## config.mk

```make
export PLATFORM = sky130hd
export DESIGN_NAME = seq_multiplier
export DESIGN_NICKNAME = d
export VERILOG_FILES = /design/src/rtl/seq_multiplier.sv
export SDC_FILE = /design/constraint.sdc
export NUM_CORES = 1
export LEC_CHECK = 0
export BUFFER_PORTS_ARGS = -buffer_cell sky130_fd_sc_hd__buf_4
export CORE_MARGIN = 5
export CORE_UTILIZATION = 55
export DETAILED_ROUTE_END_ITERATION = 12
export GPL_TIMING_DRIVEN = 0
export PLACE_DENSITY = 0.84
export SLEW_MARGIN = 40
export SYNTH_ARGS = -nofsm -noshare
export SYNTH_HDL_FRONTEND = slang
export SYNTH_SLANG_ARGS = --single-unit
export TNS_END_PERCENT = 10
```

## constraint.sdc

```tcl
create_clock -name clk -period 3.7 [get_ports clk]
set_input_delay 0.74 -clock clk [delete_from_list [all_inputs] [get_ports clk]]
set_output_delay 0.74 -clock clk [all_outputs]
set_load 0.005 [all_outputs]
```

## src/rtl/seq_multiplier.sv

```systemverilog
// 16x16 unsigned shift-and-add multiplier: one partial product per clock,
// fixed 16-step busy period, start/ready handshake shared with the divider.
module seq_multiplier (
  input  logic        clk,
  input  logic        rst,
  input  logic [15:0] multiplicand,
  input  logic [15:0] multiplier,
  input  logic        start,
  output logic [31:0] product,
  output logic        ready,
  output logic        done
);

  logic [31:0] r_mcand_sh;
  logic [15:0] r_mplier_sh;
  logic [31:0] r_product;
  logic [4:0]  r_count;
  logic        r_done;

  logic        w_ready;
  logic        w_accept;
  logic [31:0] w_sum;

  assign w_ready  = (r_count == 5'd0);
  assign w_accept = w_ready && start;
  // Max accumulated value is 0xFFFE0001, so a plain 32-bit add is enough.
  assign w_sum    = r_mplier_sh[0] ? (r_product + r_mcand_sh) : r_product;

  always_ff @(posedge clk) begin
    if (rst) begin
      r_mcand_sh  <= 32'd0;
      r_mplier_sh <= 16'd0;
      r_product   <= 32'd0;
      r_count     <= 5'd0;
      r_done      <= 1'b0;
    end else if (w_accept) begin
      r_mcand_sh  <= {16'd0, multiplicand};
      r_mplier_sh <= multiplier;
      r_product   <= 32'd0;
      r_count     <= 5'd16;
      r_done      <= 1'b0;
    end else if (r_count != 5'd0) begin
      r_product   <= w_sum;
      r_mcand_sh  <= {r_mcand_sh[30:0], 1'b0};
      r_mplier_sh <= {1'b0, r_mplier_sh[15:1]};
      r_count     <= r_count - 5'd1;
      r_done      <= (r_count == 5'd1);
    end else begin
      r_done      <= 1'b0;
    end
  end

  assign product = r_product;
  assign ready   = w_ready;
  assign done    = r_done;

endmodule

```

* Word level (Yosys, flattened, before mapping)
Index checks and enable logic that the tools add are counted.
Storage, ports and cells: register bits 86, bits in latches 0, memory bits (writable) 0, word-level logic and storage cells 24, memories kept 0, bits in read-only memories 0
Operators by class: equality and inequality tests 1, muxes and demuxes 6, bitwise gates (word level) 1, $lt $le $gt $ge 0, reduce and logical (&&, ||, !) cells 7, divide/modulo/power cells 0, shifts and indexed selects 0, $mul 0, add/sub/neg operators 2
Operators with widths (count):
- 16-bit 2-to-1 mux | 4
- 32-bit adder | 1
- 5-bit 2-to-1 mux | 2
- 5-bit by 1-bit equality test with 1-bit output, second input constant | 1
- 5-bit zero test | 1
- 5-bit nonzero test | 1
- 5-bit by 1-bit subtractor with 5-bit output, second input constant | 1
- 3-bit OR reduction | 1
- 2-bit AND reduction | 1
- 2-bit nonzero test | 1
- 2-bit OR reduction | 1
- 1-bit logical AND | 1
- 1-bit NOT | 1

* Logic depth before layout (Yosys ltp)
Gate-level depths: netlist of run 1.
depth in word-level cells 3, gate-level depth with buffers 11

* Worst setup path before layout of run 1
OpenSTA, ideal clock, no wires.
path type register to register, from register r_product[0], in the netlist product[0], to register r_product[30], in the netlist product[30], buffers on the path 0, cell stages (with the launch flop) 12, path slack 1095 ps, arrival time 2477 ps, cell sequence dfxtp_1 ha_1 fa_1 a21o_1 a31o_1 a211oi_2 o41ai_4 a31oi_2 o21ai_2 a21oi_1 mux2i_1 nor2_1
Between the ends: cells in the longest elaborated chain, start to end 1
Ends and longest elaborated chain:
- from (decl) | RTL line 16 | logic [31:0] r_product;
- from (signal assigned) | RTL line 43 | r_product <= w_sum;
- 32-bit adder | RTL line 27 | assign w_sum = r_mplier_sh[0] ? (r_product + r_mcand_sh) : r_product;
Every way passes these cells. A chain may end at the register's enable or synchronous reset.

* Worst setup path after layout of run 1
Ends and elaborated chain as after synthesis.

==> flow_metrics.tcl, run 1 <==
set metrics [dict create \
    ys.flop_type "dfxtp_1" \
    path_cells "ha_1 > fa_1 > a21o_1 > a31o_1 > a211oi_2 > o41ai_4 > a31oi_2 > o21ai_2 > a21oi_1 > mux2i_1 > nor2_1" \
    synth_top_area_share_pct 34.1 \
    grt_setup_unrepaired "false" \
    grt_overflow 0 \
    core_um2 9110 \
    maxUsedRoutingLayer "met4" \
    startpoint_type "flop" \
    cp-startpoint "product[0]$_SDFFE_PP0P_" \
    crit_family "compound AO/OA/AOI/OAI gates" \
    viasPerCell 5.82 \
    ir_worst_vdd_mv 0.327 \
    worstSetupEndpointType "flop" \
    grt_max_degree 16 \
    route.detailed.drc 0 \
    port_buffers 67 \
    holdCritPathClass "reg -> reg" \
    drtPass1Iterations 4 \
    status "finished clean" \
    place_congestion 0.924 \
    path_clk_slew_ns 0.09 \
    root_buffer "clkbuf_8" \
    io_pins 69 \
    r2r-start "product[0]$_SDFFE_PP0P_" \
    ant_nets 0 \
    synth-async-reset-ratio_pct 0 \
    fin_setup_tns_ns 0 \
    hold_viol_final 0 \
    syn-cell-area_um2 5040 \
    cts_post_setup_buffers_inserted 0 \
    cts_resized 0 \
    maxSlewHeadroom_pct 52.0 \
    critical_path_class "reg -> reg" \
    yosys_register_bits 86 \
    cp_num_cells 11 \
    fin_area_um2 5870 \
    tightest_slew_ns 0.720 \
    syn_inst 616 \
    cp_max_fo 3 \
    tritoncts "done" \
    r2r_end "product[30]$_SDFFE_PP0P_" \
    skew_ns 0.0125 \
    rows 35 \
    wl_per_cell_um 15.9 \
    min_period_over_period_pct 78.7 \
    setup_viol 0 \
    wl_met2_mm 6.23 \
    ys_top_cells_by_count "nand2_1 (94), dfxtp_1 (86), a21oi_1 (64)" \
    min_period_ns 2.91 \
    diodes 0 \
    critPathCapture "product[30]$_SDFFE_PP0P_" \
    maxClockFrequency_ghz 0.344 \
    cellLeakagePower_uw 0.00260 \
    grt_pass1_vias 4577 \
    synth_largest_area_cell "dfxtp_1" \
    crit_slowest_cell "fa_1" \
    vias 4708 \
    antenna_found_initial 0 \
    synth_area_leaders "dfxtp_1 (34%), ha_1 (8.4%), nand2_1 (7.0%), mux2i_1 (6.9%), a21oi_1 (6.3%)" \
    cp.buffers_inverters 0 \
    initial_utilization_pct 55.4 \
    ys_warn_count 0 \
    final_core_util_pct 64.4 \
    routed-wl-met3_um 587 \
    yosysUniqueCellTypes 55 \
    yosysMostFrequentCell "nand2_1" \
    nNetsFinal 764 \
    die_y_um 106 \
    place_inst 794 \
    clk_latency_ns 0.36 \
    stdcell_count 809 \
    drive_above_1_share_pct 14.8 \
    place_area_um2 5690 \
    drt_wl_total_mm 12.9 \
    syn-num-nets 686 \
    cts.htree.levels 3 \
    dp_hpwl_mm 9.75 \
    wl_met1_mm 5.75 \
    grtUsageTotal_pct 23.3 \
    synth-edff-count 0 \
    r2r_setup_slack_ns 0.79 \
    critical-path-max-stage-delay_ns 0.41 \
    dieArea_um2 11200 \
    ctsHoldBuffers 0 \
    critPathArrivalTime_ns 3.14 \
    syn_area_per_cell_um2 8.19 \
    holdWs_ns 0.475 \
    syn2layout_area_growth_pct 16.3 \
    cts_max_path_buffers 2 \
    numCtsBuffers 9 \
    grt_pass1_wl_mm 21.4 \
    reg2reg_depth 11 \
    dieWidth_um 106 \
    yosysSeqAreaShare_pct 34.1 \
    cap_violations 0 \
    powerDensity_nw_per_um2 577 \
    slew_violations 0 \
    drtIter0Drc 317 \
    clock_sinks 86 \
    crit_required_ns 3.93 \
]
-- area by class of cell --
type                            instances  area (um^2)
Buffer                                 37          148
Clock buffer                           10          138
Clock inverter                          5         41.3
Fill cell                             774         3240
Inverter                                8         30.0
Multi-Input combinational cell        485         3150
Sequential cell                        86         1720
Tap cell                              111          139
Timing Repair Buffer                   67          503
-- power breakdown --
part	switching (uW)	internal, uW	total [uW]
combinational	941	514	1450
sequential	164	1130	1290
clock	367	266	634
-- worst min-delay path by stage --
stage,from,to,slack (ns),cells after the start
finish,r_mcand_sh[24]$_SDFFE_PP0N_,r_mcand_sh[24]$_SDFFE_PP0N_,0.48,2
global route,product[8]$_SDFFE_PP0P_,product[8]$_SDFFE_PP0P_,0.50,2
CTS,product[9]$_SDFFE_PP0P_,product[9]$_SDFFE_PP0P_,0.48,2
detailed placement,r_mcand_sh[24]$_SDFFE_PP0N_,r_mcand_sh[24]$_SDFFE_PP0N_,0.47,2
global placement,r_mcand_sh[26]$_SDFFE_PP0N_,r_mcand_sh[26]$_SDFFE_PP0N_,0.46,2
floorplan,r_mcand_sh[16]$_SDFFE_PP0N_,r_mcand_sh[16]$_SDFFE_PP0N_,0.45,2
-- placed cells by master (no fill, tap or decap), types with 10 or more instances in the layout --
master	n
nor2_1	56
xnor2_1	18
a21o_1	22
mux2i_1	35
o21ai_0	20
a211oi_1	32
nor3_1	12
buf_4	68
nand2_1	94
clkbuf_8	10
a21oi_1	64
clkbuf_1	29
ha_1	34
nand3_1	23
dfxtp_1	86
-- cells by family after synthesis --
logic type	after synthesis	synth area share (%)
AOI/OAI and AO/OA	174	23.3
xor gates and xnor gates	26	4.51
adders and majority gates	35	8.83
buffers and inverters	45	3.52
DFF	86	34.1
muxes	36	7.17
and+or+nand+nor	214	18.6
-- state kept, by name, indices dropped and copies added (netlist names) --
signal,count
r_count,5
r_mcand_sh,32
r_mplier_sh,16
done,1
product,32
-- tightest hold or removal path: stages, from the launching register on --
cell and delay, ns:
dfxtp_1 0.33, nand2_1 0.05, a21oi_1 0.05
-- through the flow --
step	worst slack [ns]	power (uW)
3_5_place_dp	0.830	2750
6_report	0.790	3380
4_1_cts	0.799	3390
2_1_floorplan	1.10	2320
3_3_place_gp	0.813	2690
5_1_grt	0.653	3640
-- routing by layer --
| metal | track usage, % | up-vias |
|---|---|---|
| met5 | 0 | - |
| met4 | 8.60 | 0 |
| met3 | 3.98 | 24 |
| met2 | 40.3 | 126 |
| met1 | 28.9 | 2196 |
| li1 | - | 2362 |
No activity file was read; power rests on OpenSTA's default activity.
==> run 2, diff against run 1 <==
clock period = 2.7 ns   (was 3.7 ns; I/O delays follow)
==> flow_metrics.tcl, run 2 (synthesis gave the netlist of run 1 again) <==
set metrics [dict create \
    clk_latency_ns 0.36 \
    tightest_slew_ns 0.723 \
    drive_above_1_share_pct 17.1 \
    critPathArrivalTime_ns 2.85 \
    hold_viol_final 0 \
    viasPerCell 5.87 \
    drtIter0Drc 282 \
    worstSetupEndpointType "flop" \
    setup_viol 0 \
    status "finished clean" \
    diodes 0 \
    cts_max_path_buffers 2 \
    numCtsBuffers 9 \
    grt_pass1_vias 4626 \
    dieArea_um2 11200 \
    place_inst 794 \
    root_buffer "clkbuf_8" \
    stdcell_count 814 \
    grt_setup_unrepaired "true" \
    r2r_setup_slack_ns 0.08 \
    reg2reg_depth 11 \
    cp_max_fo 3 \
    slew_violations 0 \
    port_buffers 67 \
    startpoint_type "flop" \
    dieWidth_um 106 \
    grt_pass1_wl_mm 21.6 \
    hold_start "r_mcand_sh[24]$_SDFFE_PP0N_" \
    min_period_ns 2.62 \
    die_y_um 106 \
    r2r_end "product[30]$_SDFFE_PP0P_" \
    maxSlewHeadroom_pct 51.8 \
    maxClockFrequency_ghz 0.381 \
    route.detailed.drc 0 \
    place_congestion 0.924 \
    drtPass1Iterations 5 \
    final_cell_mix "nand2_1 (94), dfxtp_1 (82), buf_4 (73)" \
    use_met3_pct 3.92 \
    initial_utilization_pct 55.4 \
    nNetsFinal 769 \
    grtUsageTotal_pct 23.5 \
    grt_max_degree 16 \
    antenna_found_initial 0 \
    final_core_util_pct 65.4 \
    cap_violations 0 \
    r2r-start "product[0]$_SDFFE_PP0P_" \
    rows 35 \
    busiest_layer "met2" \
    ir_worst_vdd_mv 0.449 \
    clock_sinks 86 \
    holdCritPathClass "reg -> reg" \
    min_path_cells 2 \
    min_to "r_mcand_sh[24]$_SDFFE_PP0N_" \
    syn2layout_area_growth_pct 18.1 \
    crit_required_ns 2.93 \
    wl_per_cell_um 16.2 \
    path_clk_slew_ns 0.09 \
    vias 4777 \
    met1_usage_pct 29.0 \
    ant_nets 0 \
    skew_ns 0.0130 \
    mostFrequentLayoutCell "nand2_1" \
    grt_overflow 0 \
    core_um2 9110 \
    powerDensity_nw_per_um2 784 \
    cellLeakagePower_uw 0.00262 \
    drt_wl_total_mm 13.2 \
    critical_path_class "reg -> reg" \
    cts.htree.levels 3 \
    ctsHoldBuffers 0 \
    io_pins 69 \
    met2_usage_pct 40.9 \
    min_period_over_period_pct 97.2 \
    tritoncts "done" \
    dp_hpwl_mm 9.75 \
]
## run 2: changes by cell type in the layout (fill, tap and decap cells not counted), moves of 2 or more
cell	before	now
a21oi_1	64	62
o21ai_0	20	16
o21ai_1	1	5
dfxtp_2	0	4
buf_4	68	73
ha_1	34	32
ha_2	0	2
dfxtp_1	86	82
a21oi_2	2	4
## run 2: how the worst max path moves through the flow
stage                                          start                        to  slack (ns)  depth (start not counted)
after global placement       product[0]$_SDFFE_PP0P_  product[30]$_SDFFE_PP0P_       -0.19                         11
after CTS                 r_mcand_sh[0]$_SDFFE_PP0P_  product[30]$_SDFFE_PP0P_       0.003                         11
final                        product[0]$_SDFFE_PP0P_  product[30]$_SDFFE_PP0P_        0.08                         11
after global routing         product[4]$_SDFFE_PP0P_  product[25]$_SDFFE_PP0P_       -0.02                         10
after detailed placement     product[0]$_SDFFE_PP0P_  product[30]$_SDFFE_PP0P_       -0.17                         11
after floorplan              product[0]$_SDFFE_PP0P_  product[30]$_SDFFE_PP0P_         0.1                         11
## run 2: routing by layer
| metal | vias up | routed length [um] |
|---|---|---|
| li1 | 2373 | - |
| met1 | 2240 | 5730 |
| met2 | 137 | 6450 |
| met3 | 27 | 604 |
| met4 | 0 | 363 |
| met5 | - | 0 |
## run 2: through the flow
stage          total power (uW)  hold slack (ns)  worst slack (ns)  instance area (um^2)  setup TNS, ns
6_report                   4680            0.479            0.0761                  5960              0
2_1_floorplan              3180            0.449            0.0952                  5040              0
4_1_cts                    4650            0.483           0.00320                  5920              0
5_1_grt                    5020            0.496           -0.0174                  5960        -0.0220
3_3_place_gp               3690            0.461            -0.187                  5690         -0.408
3_5_place_dp               3770            0.469            -0.170                  5690         -0.339
## run 2: critical path, cell delays in order (launching register included)
cell,delay [ns]
dfxtp_2,0.35
ha_2,0.19
fa_2,0.35
a21o_1,0.19
a31o_4,0.24
a211oi_4,0.31
o41ai_4,0.11
a31oi_2,0.24
o21ai_2,0.12
a21oi_2,0.16
mux2i_1,0.19
nor2_1,0.05
## run 2: timing repair
action                                  CTS  global route
gates resized for setup                   6            12
cloned                                    0             0
buffers inserted                          4             1
pin swaps                                 8             9
hold endpoints to repair                  0             0
endpoints found under the setup margin    6             8
## run 2: cell type report
type                            count  area (um^2)
Inverter                            8         30.0
Sequential cell                    86         1730
Fill cell                         752         3150
Timing Repair Buffer               72          541
Tap cell                          111          139
Clock buffer                       10          138
Buffer                             37          148
Clock inverter                      5         41.3
Multi-Input combinational cell    485         3200
## run 2: report_power, final
group	internal, uW	total (uW)	switching [uW]
combinational	714	2030	1320
clock	365	868	503
sequential	1550	1780	228
==> run 3, diff against run 2 <==
PLACE_DENSITY = 0.77   (was 0.84)
==> flow_metrics.tcl, run 3 (synthesis gave the netlist of run 1 again) <==
set metrics [dict create \
    crit_slowest_cell "dfxtp_2" \
    dieWidth_um 106 \
    holdWs_ns 0.473 \
    min_period_ns 2.59 \
    grt_max_degree 16 \
    dp_hpwl_mm 10.1 \
    dieArea_um2 11200 \
    worstSetupEndpointType "flop" \
    mostFrequentLayoutCell "nand2_1" \
    clk_latency_ns 0.38 \
    fillers 793 \
    cap_violations 0 \
    root_buffer "clkbuf_8" \
    cp-startpoint "product[4]$_SDFFE_PP0P_" \
    critical-path-max-stage-delay_ns 0.36 \
    place_inst 794 \
    maxSlewHeadroom_pct 49.9 \
    ant_nets 0 \
    r2r_setup_slack_ns 0.11 \
    io_pins 69 \
    fin_area_um2 5990 \
    path_cells "ha_2 > a21o_1 > a31o_2 > o2111ai_4 > a211oi_2 > o2111ai_2 > a31oi_4 > a31oi_1 > xor2_1 > o21ai_1" \
    ctsHoldBuffers 0 \
    slew_violations 0 \
    tightest_slew_ns 0.751 \
    grt_setup_unrepaired "true" \
    final_core_util_pct 65.8 \
    status "finished clean" \
    critPathArrivalTime_ns 2.84 \
    skew_ns 0.0122 \
    initial_utilization_pct 55.4 \
    diodes 0 \
    nNetsFinal 770 \
    grt_overflow 0 \
    startpoint_type "flop" \
    drt_wl_total_mm 13.6 \
    cellLeakagePower_uw 0.00264 \
    final_cell_mix "nand2_1 (94), dfxtp_1 (83), buf_4 (74)" \
    grt_pass1_vias 4658 \
    critical_path_class "reg -> reg" \
    cp.buffers_inverters 0 \
    cts.htree.levels 3 \
    powerDensity_nw_per_um2 794 \
    tritoncts "done" \
    cts_max_path_buffers 2 \
    clock_sinks 86 \
    drive_above_1_share_pct 17.0 \
    antenna_found_initial 0 \
    fin_total_pwr_uw 4760 \
    path_clk_slew_ns 0.09 \
    ir_worst_vdd_mv 0.484 \
    crit_family "compound AO/OA/AOI/OAI gates" \
    place_congestion 0.931 \
    holdCritPathClass "in -> reg" \
    min_period_over_period_pct 96.0 \
    cp_max_fo 5 \
    r2r-start "product[4]$_SDFFE_PP0P_" \
    rows 35 \
    maxClockFrequency_ghz 0.386 \
    hold_start "multiplier[15]" \
    grtUsageTotal_pct 24.6 \
    port_buffers 67 \
    drtPass1Iterations 5 \
    stdcell_count 816 \
    setup_viol 0 \
    vias 4803 \
    viasPerCell 5.89 \
    drtIter0Drc 290 \
    numCtsBuffers 9 \
    grt_pass1_wl_mm 22.4 \
    place_area_um2 5690 \
    die_y_um 106 \
    crit_required_ns 2.95 \
    core_um2 9110 \
    hold_viol_final 0 \
    route.detailed.drc 0 \
    syn2layout_area_growth_pct 18.8 \
    wl_per_cell_um 16.6 \
]
-- run 3: worst min-delay path: cells and delay by family --
| family | cells | cell delay [ns] |
|---|---|---|
| and+or+nand+nor | 1 | 0.11 |
| buffers and inverters | 1 | 0.08 |
| muxes | 1 | 0.06 |
-- run 3: cell type report --
type	instances	area, um^2	area share, %
Clock inverter	6	68.8	1.15
Inverter	8	30.0	0.501
Multi-Input combinational cell	485	3210	53.5
Buffer	37	148	2.46
Tap cell	111	139	2.32
Clock buffer	10	128	2.13
Sequential cell	86	1730	28.8
Timing Repair Buffer	73	548	9.14
-- run 3: final timing paths --
| path | cells past startpoint | end |
|---|---|---|
| worst max-delay path | 10 | product[25]$_SDFFE_PP0P_ |
| worst max register to register | 10 | product[25]$_SDFFE_PP0P_ |
| worst min register to register | 2 | product[3]$_SDFFE_PP0P_ |
| worst min-delay path | 3 | r_mplier_sh[15]$_SDFFE_PP0P_ |
-- run 3: what timing repair did --
item	CTS	global route
pin swaps	5	9
resized for setup	6	14
setup buffers	4	2
endpoints found under the hold margin	0	0
endpoints found under the setup margin	6	10
-- run 3: routing by layer --
metal	up-vias	GRT usage, %	wire, um
li1	2368	-	-
met1	2274	32.1	5950
met2	144	41.2	6670
met3	17	3.92	702
met4	0	8.42	246
met5	-	0	0
-- run 3: report_power, final --
part	switching [uW]	total, uW	leakage, uW	internal [uW]
clock	512	948	0.0000977	437
combinational	1320	2040	0.00184	714
sequential	220	1770	0.000702	1550
-- run 3: metrics by stage --
| stage | worst slack (ns) | setup TNS, ns |
|---|---|---|
| floorplan | 0.0952 | 0 |
| global placement | -0.178 | -0.448 |
| detailed placement | -0.190 | -0.447 |
| CTS | 0.0168 | 0 |
| global route | -0.0310 | -0.0347 |
| finish | 0.108 | 0 |
